==> src/rtl/coproc_issue_queue_if.sv <==
`default_nettype none
// ============================================================================
// Module : coproc_issue_queue_if
// Brief  : Issue, commit and execute channels of the coprocessor issue queue.
// Rev    : 1.0  initial release
// ============================================================================
interface coproc_issue_queue_if #(
  parameter int X_ID_WIDTH = 4,
  parameter int XLEN       = 32,
  parameter int DEPTH      = 4
);
  localparam int c_OCC_W = $clog2(DEPTH + 1);

  logic                  issue_valid_i;
  logic                  issue_ready_o;
  logic [31:0]           issue_instr_i;
  logic [X_ID_WIDTH-1:0] issue_id_i;
  logic [XLEN-1:0]       issue_rs0_i;
  logic [XLEN-1:0]       issue_rs1_i;
  logic                  issue_accept_o;
  logic                  issue_writeback_o;
  logic                  issue_loadstore_o;

  logic                  commit_valid_i;
  logic [X_ID_WIDTH-1:0] commit_id_i;
  logic                  commit_kill_i;

  logic                  exe_valid_o;
  logic                  exe_ready_i;
  logic [31:0]           exe_instr_o;
  logic [X_ID_WIDTH-1:0] exe_id_o;
  logic [XLEN-1:0]       exe_rs0_o;
  logic [XLEN-1:0]       exe_rs1_o;

  logic [c_OCC_W-1:0]    occupancy_o;

  modport master (
    output issue_valid_i, issue_instr_i, issue_id_i, issue_rs0_i, issue_rs1_i,
    input  issue_ready_o, issue_accept_o, issue_writeback_o, issue_loadstore_o,
    output commit_valid_i, commit_id_i, commit_kill_i,
    input  exe_valid_o, exe_instr_o, exe_id_o, exe_rs0_o, exe_rs1_o,
    output exe_ready_i,
    input  occupancy_o
  );

  modport slave (
    input  issue_valid_i, issue_instr_i, issue_id_i, issue_rs0_i, issue_rs1_i,
    output issue_ready_o, issue_accept_o, issue_writeback_o, issue_loadstore_o,
    input  commit_valid_i, commit_id_i, commit_kill_i,
    output exe_valid_o, exe_instr_o, exe_id_o, exe_rs0_o, exe_rs1_o,
    input  exe_ready_i,
    output occupancy_o
  );
endinterface
`default_nettype wire

==> src/rtl/coproc_issue_queue.sv <==
`default_nettype none
// ============================================================================
// Module : coproc_issue_queue
// Brief  : In-order CV-X-IF issue queue; buffers accepted instructions until
//          commit/kill, releases committed ones in order to the execute stage.
// Config : COPROC_IQ_ID_CHECK_EN - stall issue while issue_id_i is in flight.
// Rev    : 1.0  initial release
// ============================================================================
module coproc_issue_queue #(
  parameter int X_ID_WIDTH = 4,
  parameter int XLEN       = 32,
  parameter int DEPTH      = 4
) (
  input  wire logic             clk_i,
  input  wire logic             rst_ni,
  coproc_issue_queue_if.slave   xif
);
  localparam int              c_PW      = $clog2(DEPTH);
  localparam int              c_CW      = $clog2(DEPTH + 1);
  localparam logic [c_CW-1:0] c_FULL    = c_CW'(DEPTH);
  localparam logic [6:0]      c_OP_RMLD = 7'h08;
  localparam logic [6:0]      c_OP_RMST = 7'h09;
  localparam logic [6:0]      c_OP_TEST = 7'h0A;

  logic [31:0]           r_instr [DEPTH];
  logic [X_ID_WIDTH-1:0] r_id    [DEPTH];
  logic [XLEN-1:0]       r_rs0   [DEPTH];
  logic [XLEN-1:0]       r_rs1   [DEPTH];
  logic [DEPTH-1:0]      r_vld;
  logic [DEPTH-1:0]      r_cmt;
  logic [DEPTH-1:0]      r_kill;
  logic [c_PW-1:0]       r_wptr;
  logic [c_PW-1:0]       r_rptr;
  logic [c_CW-1:0]       r_count;

  logic            w_accept, w_wb, w_ls;
  logic            w_ready, w_push, w_pop, w_push_cm;
  logic            w_head_vld, w_exe_valid, w_head_drop;
  logic            w_cm_hit;
  logic [c_PW-1:0] w_cm_idx, w_scan;

  always_comb begin
    w_accept = 1'b0;
    w_wb     = 1'b0;
    w_ls     = 1'b0;
    case (xif.issue_instr_i[6:0])
      c_OP_RMLD: begin w_accept = 1'b1; w_wb = 1'b1; w_ls = 1'b1; end
      c_OP_RMST: begin w_accept = 1'b1; w_ls = 1'b1; end
      c_OP_TEST: begin w_accept = 1'b1; w_wb = 1'b1; end
      default:   ;
    endcase
  end

`ifdef COPROC_IQ_ID_CHECK_EN
  logic w_id_busy;
  always_comb begin
    w_id_busy = 1'b0;
    for (int i = 0; i < DEPTH; i++) begin
      if (r_vld[i] && (r_id[i] == xif.issue_id_i)) w_id_busy = 1'b1;
    end
  end
  assign w_ready = (r_count != c_FULL) && !w_id_busy;
`else
  assign w_ready = (r_count != c_FULL);
`endif

  // Scan from the head so the first hit is the oldest matching entry.
  always_comb begin
    w_cm_hit = 1'b0;
    w_cm_idx = '0;
    w_scan   = '0;
    for (int k = 0; k < DEPTH; k++) begin
      w_scan = r_rptr + c_PW'(k);
      if (!w_cm_hit && xif.commit_valid_i && r_vld[w_scan] && !r_cmt[w_scan] &&
          (r_id[w_scan] == xif.commit_id_i)) begin
        w_cm_hit = 1'b1;
        w_cm_idx = w_scan;
      end
    end
  end

  assign w_push      = xif.issue_valid_i && w_ready && w_accept;
  // The entry being pushed is younger than everything stored, so it only
  // takes the commit when no stored entry matched.
  assign w_push_cm   = w_push && xif.commit_valid_i && !w_cm_hit &&
                       (xif.issue_id_i == xif.commit_id_i);
  assign w_head_vld  = r_vld[r_rptr];
  assign w_exe_valid = w_head_vld && r_cmt[r_rptr] && !r_kill[r_rptr];
  assign w_head_drop = w_head_vld && r_cmt[r_rptr] && r_kill[r_rptr];
  assign w_pop       = (w_exe_valid && xif.exe_ready_i) || w_head_drop;

  always_ff @(posedge clk_i or negedge rst_ni) begin
    if (!rst_ni) begin
      for (int i = 0; i < DEPTH; i++) begin
        r_instr[i] <= '0;
        r_id[i]    <= '0;
        r_rs0[i]   <= '0;
        r_rs1[i]   <= '0;
      end
      r_vld   <= '0;
      r_cmt   <= '0;
      r_kill  <= '0;
      r_wptr  <= '0;
      r_rptr  <= '0;
      r_count <= '0;
    end else begin
      if (w_cm_hit) begin
        r_cmt[w_cm_idx]  <= 1'b1;
        r_kill[w_cm_idx] <= xif.commit_kill_i;
      end
      if (w_pop) begin
        r_vld[r_rptr]  <= 1'b0;
        r_cmt[r_rptr]  <= 1'b0;
        r_kill[r_rptr] <= 1'b0;
        r_rptr         <= r_rptr + c_PW'(1);
      end
      if (w_push) begin
        r_instr[r_wptr] <= xif.issue_instr_i;
        r_id[r_wptr]    <= xif.issue_id_i;
        r_rs0[r_wptr]   <= xif.issue_rs0_i;
        r_rs1[r_wptr]   <= xif.issue_rs1_i;
        r_vld[r_wptr]   <= 1'b1;
        r_cmt[r_wptr]   <= w_push_cm;
        r_kill[r_wptr]  <= w_push_cm && xif.commit_kill_i;
        r_wptr          <= r_wptr + c_PW'(1);
      end
      if (w_push && !w_pop) begin
        r_count <= r_count + c_CW'(1);
      end else if (!w_push && w_pop) begin
        r_count <= r_count - c_CW'(1);
      end
    end
  end

  assign xif.issue_ready_o     = w_ready;
  assign xif.issue_accept_o    = w_accept;
  assign xif.issue_writeback_o = w_wb;
  assign xif.issue_loadstore_o = w_ls;
  assign xif.exe_valid_o       = w_exe_valid;
  assign xif.exe_instr_o       = r_instr[r_rptr];
  assign xif.exe_id_o          = r_id[r_rptr];
  assign xif.exe_rs0_o         = r_rs0[r_rptr];
  assign xif.exe_rs1_o         = r_rs1[r_rptr];
  assign xif.occupancy_o       = r_count;
endmodule
`default_nettype wire
==> src/flat_wrapper.sv <==
// flat-port wrapper written by rule: the top's interface ports become plain ports
module coproc_issue_queue_flat 
#(
  parameter int X_ID_WIDTH = 4,
  parameter int XLEN       = 32,
  parameter int DEPTH      = 4
)
  (clk_i, rst_ni, xif_issue_valid_i, xif_issue_instr_i, xif_issue_id_i, xif_issue_rs0_i, xif_issue_rs1_i, xif_issue_ready_o, xif_issue_accept_o, xif_issue_writeback_o, xif_issue_loadstore_o, xif_commit_valid_i, xif_commit_id_i, xif_commit_kill_i, xif_exe_valid_o, xif_exe_instr_o, xif_exe_id_o, xif_exe_rs0_o, xif_exe_rs1_o, xif_exe_ready_i, xif_occupancy_o);
  coproc_issue_queue_if #(.X_ID_WIDTH(X_ID_WIDTH), .XLEN(XLEN), .DEPTH(DEPTH)) xif_i ();
  input  wire logic clk_i;
  input  wire logic rst_ni;
  input wire logic [$bits(xif_i.issue_valid_i)-1:0] xif_issue_valid_i;
  input wire logic [$bits(xif_i.issue_instr_i)-1:0] xif_issue_instr_i;
  input wire logic [$bits(xif_i.issue_id_i)-1:0] xif_issue_id_i;
  input wire logic [$bits(xif_i.issue_rs0_i)-1:0] xif_issue_rs0_i;
  input wire logic [$bits(xif_i.issue_rs1_i)-1:0] xif_issue_rs1_i;
  output wire logic [$bits(xif_i.issue_ready_o)-1:0] xif_issue_ready_o;
  output wire logic [$bits(xif_i.issue_accept_o)-1:0] xif_issue_accept_o;
  output wire logic [$bits(xif_i.issue_writeback_o)-1:0] xif_issue_writeback_o;
  output wire logic [$bits(xif_i.issue_loadstore_o)-1:0] xif_issue_loadstore_o;
  input wire logic [$bits(xif_i.commit_valid_i)-1:0] xif_commit_valid_i;
  input wire logic [$bits(xif_i.commit_id_i)-1:0] xif_commit_id_i;
  input wire logic [$bits(xif_i.commit_kill_i)-1:0] xif_commit_kill_i;
  output wire logic [$bits(xif_i.exe_valid_o)-1:0] xif_exe_valid_o;
  output wire logic [$bits(xif_i.exe_instr_o)-1:0] xif_exe_instr_o;
  output wire logic [$bits(xif_i.exe_id_o)-1:0] xif_exe_id_o;
  output wire logic [$bits(xif_i.exe_rs0_o)-1:0] xif_exe_rs0_o;
  output wire logic [$bits(xif_i.exe_rs1_o)-1:0] xif_exe_rs1_o;
  input wire logic [$bits(xif_i.exe_ready_i)-1:0] xif_exe_ready_i;
  output wire logic [$bits(xif_i.occupancy_o)-1:0] xif_occupancy_o;
  assign xif_i.issue_valid_i = xif_issue_valid_i;
  assign xif_i.issue_instr_i = xif_issue_instr_i;
  assign xif_i.issue_id_i = xif_issue_id_i;
  assign xif_i.issue_rs0_i = xif_issue_rs0_i;
  assign xif_i.issue_rs1_i = xif_issue_rs1_i;
  assign xif_issue_ready_o = xif_i.issue_ready_o;
  assign xif_issue_accept_o = xif_i.issue_accept_o;
  assign xif_issue_writeback_o = xif_i.issue_writeback_o;
  assign xif_issue_loadstore_o = xif_i.issue_loadstore_o;
  assign xif_i.commit_valid_i = xif_commit_valid_i;
  assign xif_i.commit_id_i = xif_commit_id_i;
  assign xif_i.commit_kill_i = xif_commit_kill_i;
  assign xif_exe_valid_o = xif_i.exe_valid_o;
  assign xif_exe_instr_o = xif_i.exe_instr_o;
  assign xif_exe_id_o = xif_i.exe_id_o;
  assign xif_exe_rs0_o = xif_i.exe_rs0_o;
  assign xif_exe_rs1_o = xif_i.exe_rs1_o;
  assign xif_i.exe_ready_i = xif_exe_ready_i;
  assign xif_occupancy_o = xif_i.occupancy_o;
  coproc_issue_queue #(.X_ID_WIDTH(X_ID_WIDTH), .XLEN(XLEN), .DEPTH(DEPTH)) u_core (.clk_i(clk_i), .rst_ni(rst_ni), .xif(xif_i));
endmodule
==> config.mk <==
export PLATFORM = sky130hd
export DESIGN_NAME = coproc_issue_queue_flat
export DESIGN_NICKNAME = d
export VERILOG_FILES = /design/src/rtl/coproc_issue_queue_if.sv /design/src/rtl/coproc_issue_queue.sv /design/src/flat_wrapper.sv
export SDC_FILE = /design/constraint.sdc
export NUM_CORES = 1
export LEC_CHECK = 0
export ABC_CLOCK_PERIOD_IN_PS = 6800
export CAP_MARGIN = 0
export CELL_PAD_IN_SITES_DETAIL_PLACEMENT = 0
export CELL_PAD_IN_SITES_GLOBAL_PLACEMENT = 2
export CORE_ASPECT_RATIO = 0.6
export CORE_MARGIN = 4
export CORE_UTILIZATION = 39
export DETAILED_ROUTE_END_ITERATION = 10
export GPL_ROUTABILITY_DRIVEN = 0
export PLACE_DENSITY = 0.9
export SETUP_SLACK_MARGIN = 0.1
export SLEW_MARGIN = 15
export SYNTH_ARGS = -nofsm -noshare
export SYNTH_HDL_FRONTEND = slang
export SYNTH_SLANG_ARGS = --single-unit
==> constraint.sdc <==
create_clock -name clk_i -period 6.8 [get_ports clk_i]
set_clock_uncertainty 0.2 [all_clocks]
set_input_delay 2.04 -clock clk_i [delete_from_list [all_inputs] [get_ports clk_i]]
set_output_delay 2.04 -clock clk_i [all_outputs]
set_load 0.005 [all_outputs]
**Word level (Yosys, flattened, before mapping)**

Cells that the tools add are included.

- Register bits after elaboration: 419
- Bits of input ports: 110
- Memories: 0
- Word-level logic and storage cells: 187
- Output and inout port bits: 108
- Memory bits (read-only): 0
- Latch bits: 0
- RAM bits: 0

- Multipliers: 0
- Reduce and logical (&&, ||, !) cells: 47
- $add $sub $neg: 6
- Bitwise operators: 11
- $lt $le $gt $ge: 15
- Multiplexer cells: 77
- Shift-type cells: 0
- Equal/unequal tests: 9
- Divide/modulo/power cells: 0

Operators by type and width:

| kind | number |
|---|---|
| bitwise mux 128 bit | 3 |
| 2-to-1 mux 32 bit | 7 |
| binary-select mux 32 bit (select 2 bit) | 3 |
| 2-to-1 mux 4 bit | 17 |
| demux 32 bit (select 2 bit) | 1 |
| binary-select mux 4 bit (select 2 bit) | 4 |
| logical AND 1 bit | 31 |
| equality test 7 x 4 -> 1 bit (second input constant) | 3 |
| equality test 4 bit | 5 |
| 2-to-1 mux 1 bit | 19 |
| binary-select mux 1 bit (select 2 bit) | 9 |
| less-than comparator 2 x 3 -> 1 bit (second input constant) | 6 |
| bitwise mux 16 bit | 1 |
| >= comparator 3 bit (second input constant) | 5 |
| NOT 2 -> 3 bit | 5 |
| AND 4 bit | 3 |
| bitwise mux 4 bit | 3 |
| logical NOT 1 bit | 11 |
| demux 4 bit (select 2 bit) | 1 |
| 2-to-1 mux 2 bit | 4 |
| bitwise OR 4 bit | 2 |
| demux 1 bit (select 2 bit) | 3 |
| >= comparator 2 x 1 -> 1 bit (second input constant) | 3 |
| 2-to-1 mux 3 bit | 2 |
| 11 further kinds | 14 |

**Logic depth before layout (Yosys ltp)**

Gate-level depths: netlist of run 1.

- Depth in word-level cells: 35
- Gate-level depth with buffers: 15
- Gate-level depth less buffers: 10

**Worst setup path before layout of run 1**

OpenSTA, ideal clock, no wires.

- Path type: input -> output
- Start: in xif_issue_instr_i[4]
- End: out xif_issue_accept_o
- Arrival time: 2.823 ns
- Path buffers: 0
- Stages on the path: 2
- Data required time: 4.560 ns
- Slack: 1.737 ns
- Path through: or2_2 -> a2111oi_0

- Word-level cells in the longest chain between the ends: 3
- Elaborated cells on any way between the ends: 5
- Classes of those cells: eq/ne: 3; mux: 1; reduce/logical: 1

RTL lines:

| item | RTL line | source |
|---|---|---|
| from (decl) | flat_wrapper.sv:13 | `input wire logic [$bits(xif_i.issue_instr_i)-1:0] xif_issue_instr_i;` |
| equality test 7 x 4 -> 1 bit | coproc_issue_queue.sv:46 | `case (xif.issue_instr_i[6:0])` |
| OR reduction 3 bit (no source line) * | n/a |  |
| 2-to-1 mux 1 bit * | coproc_issue_queue.sv:46 |  |
| to (decl) | flat_wrapper.sv:18 | `output wire logic [$bits(xif_i.issue_accept_o)-1:0] xif_issue_accept_o;` |

Mark *: on every way between the ends. The rest lies on a longest branch, timed or not.

**Worst setup path in the final report of run 1**

Ends and elaborated chain as after synthesis.

==> results of run 1 <==
how the worst min path moves through the flow:
stage                                     end  slack, ps  cells past startpoint
after floorplan            u_core.r_instr[35]        230                      1
final                      u_core.r_instr[35]        260                      1
after global routing      u_core.r_instr[105]        280                      2
after global placement     u_core.r_instr[67]        240                      1
after CTS                  u_core.r_instr[35]        270                      1
after detailed placement   u_core.r_instr[99]        250                      1
layer usage:
metal	part of all wire (%)	wire [µm]	global-route usage (%)
met1	47	25300	29.8
met2	47	25500	33.1
met3	4.4	2370	3.03
met4	1.3	679	3.29
met5	0.024	13	0
report_power, final:
group          internal [mW]  switching (mW)
Clock                   1.38           0.995
Combinational          0.669           0.563
Sequential              2.73           0.214
Total                   4.78            1.77
cell type report:
cell class / instances / area, µm² / share of cell area, %
Multi-Input combinational cell: 1433 / 8230 / 35.1
Clock buffer: 60 / 1270 / 5.43
Timing Repair Buffer: 249 / 2480 / 10.6
Clock inverter: 15 / 140 / 0.598
Inverter: 7 / 26.3 / 0.112
Sequential cell: 419 / 10500 / 44.8
Antenna cell: 1 / 2.50 / 0.0107
Tap cell: 640 / 801 / 3.42
kinds of logic after synthesis:
logic type / share of synthesized area, %
multiplexers: 14.0
buffers and inverters: 3.29
AO/OA/AOI/OAI: 1.30
flip-flops: 54.3
adder cells (fa/ha/maj): 0.687
XOR/XNOR: 1.18
AND/OR/NAND/NOR: 25.2
metrics by stage:
| stage | util [%] | worst slack (ps) |
|---|---|---|
| floorplan | - | 1740 |
| global placement | 45.5 | 780 |
| detailed placement | 45.5 | 552 |
| CTS | 48.4 | 551 |
| global route | 48.4 | 427 |
| finish | 48.4 | 624 |
cell usage in the layout (no fill, tap or decap), types with 6 or more instances in the layout:
cell type,n
clkdlybuf4s50_1,216
clkbuf_16,45
buf_4,27
clkbuf_1,6
mux4_2,104
clkinv_2,8
nor2_1,9
nand3_1,13
inv_1,7
dfrtp_1,417
nand2_1,1168
clkbuf_8,9
ha_1,9
and2_1,16
xnor2_1,21
mux4_1,12
a21oi_1,6
critical path, delay by kind of cell:
family                 cells  cell delay, ps
buffers and inverters      2            1040
AND/OR/NAND/NOR            1             290
AO/OA/AOI/OAI              1             570
flip-flops by register name (all words and copies together), names as in the netlist, 3 cells and up:
signal / flops
u_core.r_kill: 4
u_core.r_vld: 4
u_core.r_instr: 128
u_core.r_id: 16
u_core.r_rs1: 128
u_core.r_cmt: 4
u_core.r_rs0: 128
u_core.xif.occupancy_o: 3
==> metrics, run 1 <==
maxcap violations 0; Leak ~12 nW; Avg WL per Cell between 15 and 20 µm; Worst Path Required approximately 4600 ps; CP Capture Type output port; tightest hold margin 264 ps; Most Frequent Cell on Critical Path clkdlybuf4s50_1; CP Launch Point xif_issue_instr_i[4]; Die Width slightly below 300 µm; DRC 0; sequential-to-total area share from yosys stat a little over half; Ports ~220; CTS Root Cell clkbuf_16; overall power between 6 and 7 mW; hold path startpoint u_core.r_instr[35]; top_reg_cell synth dfrtp_1; Placed Area between 20000 and 25000 µm²; post-synthesis cell area about 19000 µm²; Synthesis Warnings 0; critical-path maximum fanout 2; worst min path class register to register; max incr delay on CP around 650 ps; final instance area approximately 23000 µm²; Worst Setup EP xif_issue_accept_o; Commonest cells post-synth nand2_1 (1172), dfrtp_1 (419), mux4_2 (104); clk_lat worst skew approximately 540 ps; max-slew violations 0; count leader, synth nand2_1; vias in the first global route roughly 15000; Final Hold Viols 0; number of DRC markers in iteration 0 approximately 1100; Hold-fix buffers, CTS 0; layout cell share with drive strength beyond 1 between 10% and 20%; die area approximately 53000 µm²; Crit Path Class input pin to output port; WL final ~54000 µm; core region area just under 50000 µm²; flop2flop setup slack 2270 ps; TritonCTS sink count 419; total vias in the final route ~14000; fill cell count roughly 4500; post-cts resize count 0; peak supply drop between 0.1 and 0.15 mV; r2r endpoint u_core.r_kill[2]; power per cell area about 280 nW/µm²; Initial Util 39.9%; Final setup viols 0; Worst path slowest cell clkdlybuf4s50_1; Post-Syn Instances 1982; RSZ-0062 raised after global routing false; crit share post-route 90.8%; Synthesized Nets ~2100; first-pass GRT wire length between 80000 and 90000 µm; HPWL Detailed 32000 µm; gr ovfl total 0; critical-path cell list clkdlybuf4s50_1 -> or2_2 -> a2111oi_0 -> clkdlybuf4s50_1; Yosys reg bits about 420; Yosys top cell by area dfrtp_1; average cell area after synthesis approximately 10 µm²; row count slightly above 60; TritonCTS buffer count 43; dpl cells about 2700; die height between 150 and 200 µm; run status complete, no violations; ys async rst share 100%; Worst Path Arrival ~3900 ps; Area contributors post-synth dfrtp_1 (54%), nand2_1 (23%), mux4_2 (12%); non-filler cells, final between 2000 and 3000; final antenna-violating net count 0; drt pass-1 iters 5; fin nets 2273; Post-CTS Repair Setup Buffers 0; Worst-Margin Slew just under 1000 ps; largest net degree at the start of global routing 140; Distinct cells, synth a little over 60; Slew HR 35.4%; RR Startpoint u_core.r_rptr[1]; Worst-path clk slew about 60 ps; htree depth 2; initial antenna violation count 2; GRT Total Usage 20.4%; Layout area overhead 21.4%; CTS max path bufs 3; Tmin final 6180 ps; FMAX between 150 and 200 MHz; startpoint types input pin; routed vias/inst ~5.1; setup TNS 0 ps; Post-synth EDFFs 0; CTS tree yes; reg2reg path depth 10; Synth top area share ~54%; port buffer count between 200 and 250
No activity file was read; power rests on OpenSTA's default activity.
==> run 2, diff against run 1 <==
--- a/config.mk
+++ b/config.mk
@@ -13,8 +13,9 @@
 export CORE_MARGIN = 4
 export CORE_UTILIZATION = 39
 export DETAILED_ROUTE_END_ITERATION = 10
-export GPL_ROUTABILITY_DRIVEN = 0
+export GPL_ROUTABILITY_DRIVEN = 1
 export PLACE_DENSITY = 0.9
+export RECOVER_POWER = 100
 export SETUP_SLACK_MARGIN = 0.1
 export SLEW_MARGIN = 15
 export SYNTH_ARGS = -nofsm -noshare
==> run 2 against run 1 <==
The run now ends with max-capacitance violations, max-slew violations left; highest routed layer unchanged; worst hold slack barely moved; combinational power fell by 3%; critical path depth is the same; clock-buffer cell count unchanged; die area unchanged; sequential power about the same.
==> metrics, run 2 (synthesis gave the netlist of run 1 again) <==
HPWL Detailed 32000 µm (unchanged); drt pass-1 iters 7 (+2); clk_lat worst skew 530 ps (about the same); CTS Root Cell clkbuf_16; port buffer count 217 (unchanged); WL final 53900 µm (about the same); maxcap violations 8 (+8); Tmin final 6330 ps (+153 ps); biggest regs u_core.r_instr: 128 flops, u_core.r_rs0: 128 flops, u_core.r_rs1: 128 flops; Worst-path clk slew 60 ps (about the same); Avg WL per Cell 19.1 µm (about the same); Leak 12.2 nW (+1.5%); CP Capture Type output port; most frequent cells in the layout nand2_1 (1168), dfrtp_1 (417), clkdlybuf4s50_1 (136), mux4_2 (104), dlygate4sd3_1 (80); run status complete, but fails checks; multi-input logic area 8200 µm² (-0.27%); TritonCTS buffer count 43 (unchanged); core region area 48400 µm² (unchanged); number of DRC markers in iteration 0 1070 (+1.6%); Final Hold Viols 0 (unchanged); die area 53200 µm² (unchanged); RSZ-0062 raised after global routing false; Crit Path Class input pin to output port; worst min path class register to register; TritonCTS sink count 419 (unchanged); fin nets 2273 (unchanged); power per cell area 279 nW/µm² (-0.27%); initial antenna violation count 2 (unchanged); final RePlAce weighted congestion 0.808; gr ovfl total 0 (unchanged); failing checks max-capacitance violations, max-slew violations; Reg area 10500 µm² (about the same); vias in the first global route 14900 (unchanged); overall power 6.51 mW (-0.68%); Final Util 48.2% (-0.20 points); Ports 218 (unchanged); layout cell share with drive strength beyond 1 10.4% (-0.46 points); Initial Util 39.9% (unchanged); first-pass GRT wire length 86500 µm (unchanged); peak supply drop 0.149 mV (+0.72%); post-cts resize count 0 (unchanged); Layout area overhead 20.9%; crit share post-route 93.1% (+2.2 points); DRC 0 (unchanged); Post-CTS Repair Setup Buffers 0 (unchanged); CTS tree yes; flop2flop setup slack 1590 ps (-680 ps); Final setup viols 0 (unchanged); Worst Path Arrival 4090 ps (+150 ps); Die Width 295 µm (unchanged); startpoint types input pin; worst slack, placed 552 ps (unchanged); max-slew violations 413 (+413); CTS max path bufs 3 (unchanged); die height 180 µm (unchanged); setup TNS 0 ps (unchanged); final antenna-violating net count 0 (unchanged); critical-path maximum fanout 2 (unchanged); Slew HR -97.6% (-130 points); Worst-Margin Slew 2960 ps (+2000 ps); GRT Total Usage 20.4% (unchanged); row count 62 (unchanged); total vias in the final route 14400 (+0.32%); final setup margin 471 ps (-153 ps); FMAX 158 MHz (-2.4%); routed vias/inst 5.09 (+0.29%); fill cell count 4511 (+0.36%); tightest hold margin 264 ps (+0.479 ps); most common cell after layout, fill and taps aside nand2_1; largest net degree at the start of global routing 140 (unchanged); Hold-fix buffers, CTS 0 (unchanged); htree depth 2 (unchanged); Worst Path Required 4560 ps (about the same)
## run 2: changes by cell type in the layout (fill, tap and decap cells not counted), moves of 2 or more
cell / change
and2_1: -5
dlygate4sd3_1: +80
buf_4: -11
and2_0: +6
clkdlybuf4s50_1: -80
clkbuf_2: +7
clkbuf_1: +6
buf_12: -2
## run 2: per-stage QoR
step	std cells	cell area [µm²]
5_1_grt	2824	23300
3_3_place_gp	2748	22000
3_5_place_dp	2748	22000
6_report	2825	23300
2_1_floorplan	1982	19300
4_1_cts	2823	23400
## run 2: power by group
part / switching, mW / internal, mW
clock: 0.992 / 1.38
combinational: 0.559 / 0.634
sequential: 0.211 / 2.73
## run 2: worst max-delay path, cell delays in order
cell and delay [ps]:
dlygate4sd3_1 520, or2_2 300, a2111oi_0 550, dlygate4sd3_1 680
## run 2: final timing paths
kind                                       from            endpoint  cells past startpoint
max                        xif_issue_instr_i[4]  xif_issue_accept_o                      4
min                          u_core.r_instr[35]  u_core.r_instr[35]                      1
max reg2reg                    u_core.r_rptr[0]    u_core.r_kill[2]                     10
min reg2reg                  u_core.r_instr[35]  u_core.r_instr[35]                      1
max in group asynchronous                rst_ni    u_core.r_rs0[92]                      2
min in group asynchronous                rst_ni   u_core.r_rs1[109]                      1
## run 2: layout make-up
cell class                 instances  share of cell area (%)
clock buffer                      60                    5.45
multi-input combinational       1433                    35.1
sequential                       419                    44.9
inverter                           7                   0.113
antenna                            2                  0.0214
timing repair buffer             249                    10.3
tap                              640                    3.43
clock inverter                    15                   0.600
## run 2: per-layer routing
| metal | track usage (%) | up-vias | wire (µm) | share of wire, % |
|---|---|---|---|---|
| li1 | - | 6701 | - | - |
| met1 | 29.8 | 7269 | 25300 | 47 |
| met2 | 33.1 | 345 | 25300 | 47 |
| met3 | 3.03 | 50 | 2630 | 4.9 |
| met4 | 3.29 | 2 | 699 | 1.3 |
| met5 | 0 | - | 13 | 0.024 |
==> run 3, diff against run 2 <==
--- a/config.mk
+++ b/config.mk
@@ -5,19 +5,18 @@
 export SDC_FILE = /design/constraint.sdc
 export NUM_CORES = 1
 export LEC_CHECK = 0
-export ABC_CLOCK_PERIOD_IN_PS = 6800
+export ABC_CLOCK_PERIOD_IN_PS = 5500
 export CAP_MARGIN = 0
 export CELL_PAD_IN_SITES_DETAIL_PLACEMENT = 0
 export CELL_PAD_IN_SITES_GLOBAL_PLACEMENT = 2
 export CORE_ASPECT_RATIO = 0.6
-export CORE_MARGIN = 4
-export CORE_UTILIZATION = 39
+export CORE_UTILIZATION = 32
 export DETAILED_ROUTE_END_ITERATION = 10
 export GPL_ROUTABILITY_DRIVEN = 1
-export PLACE_DENSITY = 0.9
+export PLACE_DENSITY = 0.79
 export RECOVER_POWER = 100
 export SETUP_SLACK_MARGIN = 0.1
-export SLEW_MARGIN = 15
+export SLEW_MARGIN = 20
 export SYNTH_ARGS = -nofsm -noshare
 export SYNTH_HDL_FRONTEND = slang
 export SYNTH_SLANG_ARGS = --single-unit
==> constraint.sdc (replaced) <==
create_clock -name clk_i -period 5.5 [get_ports clk_i]
set_clock_uncertainty 0.2 [all_clocks]
set_input_delay 1.65 -clock clk_i [delete_from_list [all_inputs] [get_ports clk_i]]
set_output_delay 1.65 -clock clk_i [all_outputs]
set_load 0.005 [all_outputs]
==> run 3 against run 2 <==
The flow still finishes with violations (max-capacitance violations, max-slew violations); sequential share of layout area fell by 0.48 points; register-to-register slack got worse by 1100 ps; clock-buffer cell count rose by 1; cell count rose by 5.1%; global-route usage is 1.7 points lower; via count is 0.57% higher; sequential power increased by 23%; clock power up 24%.
==> metrics, run 3 (synthesis gave the netlist of run 1 again) <==
run status complete, but fails checks; failing checks max-capacitance violations, max-slew violations; htree depth 2 (unchanged); total vias in the final route 14400 (+0.57%); die height 192 µm (+6.6%); Switching Power 2.23 mW (+26%); drt pass-1 iters 5 (-2); final RePlAce weighted congestion 0.802 (-0.74%); FMAX approximately 190 MHz; CP Capture Type output port; most frequent cells in the layout nand2_1 (1169), dfrtp_1 (417), clkdlybuf4s50_1 (118), mux4_2 (104), dlygate4sd3_1 (98); CTS Root Cell clkbuf_16; GRT Total Usage 18.7% (-1.7 points); peak supply drop 0.187 mV (+25%); gr ovfl total 0 (unchanged); multi-input logic area 8190 µm² (-0.11%); setup TNS 0 ps (unchanged); Ports 218 (unchanged); Reg area 10500 µm² (unchanged); Hold-fix buffers, CTS 0 (unchanged); most common cell after layout, fill and taps aside nand2_1; Comb power frac 18.8% (+0.5 points); maxcap violations 1 (-7); initial antenna violation count 6 (+4); dpl cells 2893 (+5.3%); critical-path maximum fanout 2 (unchanged); power per cell area 343 nW/µm² (+23%); fin nets 2278 (+0.22%); clk_lat worst skew 550 ps (+20 ps); reg2reg path depth 10 (unchanged); startpoint types input pin; Met1 Routed Length 27600 µm (+9.3%); flop2flop setup slack 490 ps (-1100 ps); wire length on met2 25100 µm (-0.91%); Final setup viols 0 (unchanged); met3 WL 3120 µm (+18%); Initial Util 32.5% (-7.4 points); Clock power frac 36.3% (-0.2 points); Tmin final around 5300 ps; Hold Path End u_core.r_instr[67]; hold depth 1 (unchanged); TritonCTS buffer count 44 (+2.3%); Worst Path Required 3650 ps (-910 ps); worst min path class register to register; DRC 0 (unchanged); critical-path cell list clkdlybuf4s50_1 -> or2_2 -> or3_1 -> nor2_1 -> dlygate4sd3_1; CTS max path bufs 3 (unchanged); layout cell share with drive strength beyond 1 10.3% (-0.014 points); RR Startpoint u_core.r_rptr[0]; die area 61300 µm² (+15%); CTS tree yes; register share of total power 44.8% (-0.4 points); switching part of the total power 27.5% (+0.44 points); r2r endpoint u_core.r_kill[0]; Worst path slowest cell dlygate4sd3_1; highest routed layer met5; non-filler cells, final 2968 (+5.1%); max-slew violations 106 (-74%); fill cell count 5721 (+27%); Worst-Margin Slew 2900 ps (-64.0 ps); biggest regs u_core.r_instr: 128 flops, u_core.r_rs0: 128 flops, u_core.r_rs1: 128 flops; hold path startpoint u_core.r_instr[67]; Worst-path clk slew 60 ps (about the same); P_int 5.87 mW (+24%); routed vias/inst 4.87 (-4.3%); port buffer count 217 (unchanged); Layout area overhead 22.2%; number of DRC markers in iteration 0 944 (-12%); row count 69 (+11%); HPWL Detailed 34300 µm (+7.0%); vias in the first global route 14600 (-1.6%); Final Util 39.7% (-8.5 points); Leak 12.3 nW (+0.67%); max incr delay on CP 570 ps (-110 ps); first-pass GRT wire length 89100 µm (+2.9%); TritonCTS sink count 419 (unchanged); Die Width 319 µm (+8.1%); WL final 56700 µm (+5.0%); crit share post-route 95.6%; RSZ-0062 raised after global routing false; Slew HR -93.3% (+4.3 points); Final Hold Viols 0 (unchanged); final antenna-violating net count 0 (unchanged); Avg WL per Cell 19.1 µm (about the same); Crit Path Class input pin to output port; core region area 59400 µm² (+23%); largest net degree at the start of global routing 108 (-23%); Worst Path Arrival 3410 ps (-680 ps)
==> run 3: what timing repair did <==
action                                  CTS  global route
resized for setup                         0             1
buffers inserted                          0             0
endpoints found under the setup margin    0             1
==> run 3: layer usage <==
layer  up-vias  GRT usage (%)
li1       6721              -
met1      7317           27.8
met2       344           28.2
met3        59           3.75
met4         8           3.64
met5         -              0
==> run 3: worst max-delay path by stage <==
stage,end,from
5_1_grt,u_core.r_rptr[1],rst_ni
6_report,xif_issue_writeback_o,xif_issue_instr_i[4]
4_1_cts,xif_issue_accept_o,xif_issue_instr_i[4]
3_3_place_gp,xif_issue_accept_o,xif_issue_instr_i[4]
3_5_place_dp,xif_issue_accept_o,xif_issue_instr_i[4]
2_1_floorplan,xif_issue_accept_o,xif_issue_instr_i[4]
==> run 3: stage by stage <==
step,setup slack [ps],instance area (µm²),power (mW),hold slack (ps)
finish,241,23600,8.10,263
global route,109,23600,8.51,284
CTS,155,23800,8.28,266
detailed placement,188,22400,5.29,247
global placement,187,22400,5.26,244
floorplan,1220,19300,4.54,229
==> run 3: power groups by stage <==
stage          Sequential, mW  Clock, mW  Combinational, mW
6_report                 3.63       2.94               1.52
5_1_grt                  3.67       3.15               1.68
4_1_cts                  3.63       3.04               1.61
3_5_place_dp             3.69          0               1.60
3_3_place_gp             3.68          0               1.58
2_1_floorplan            3.55          0              0.994
==> run 3: final cells by class <==
type                            instances  share of cell area [%]
Timing Repair Buffer                  253                    10.7
Antenna cell                            1                  0.0106
Tap cell                              781                    4.14
Clock inverter                         13                   0.509
Clock buffer                           61                    5.37
Inverter                                7                   0.111
Sequential cell                       419                    44.5
Multi-Input combinational cell       1433                    34.7
==> run 3: critical path, delay by kind of cell <==
| family | cells | cell delay, ps |
|---|---|---|
| buffers and inverters | 2 | 980 |
| and+or+nand+nor | 3 | 770 |
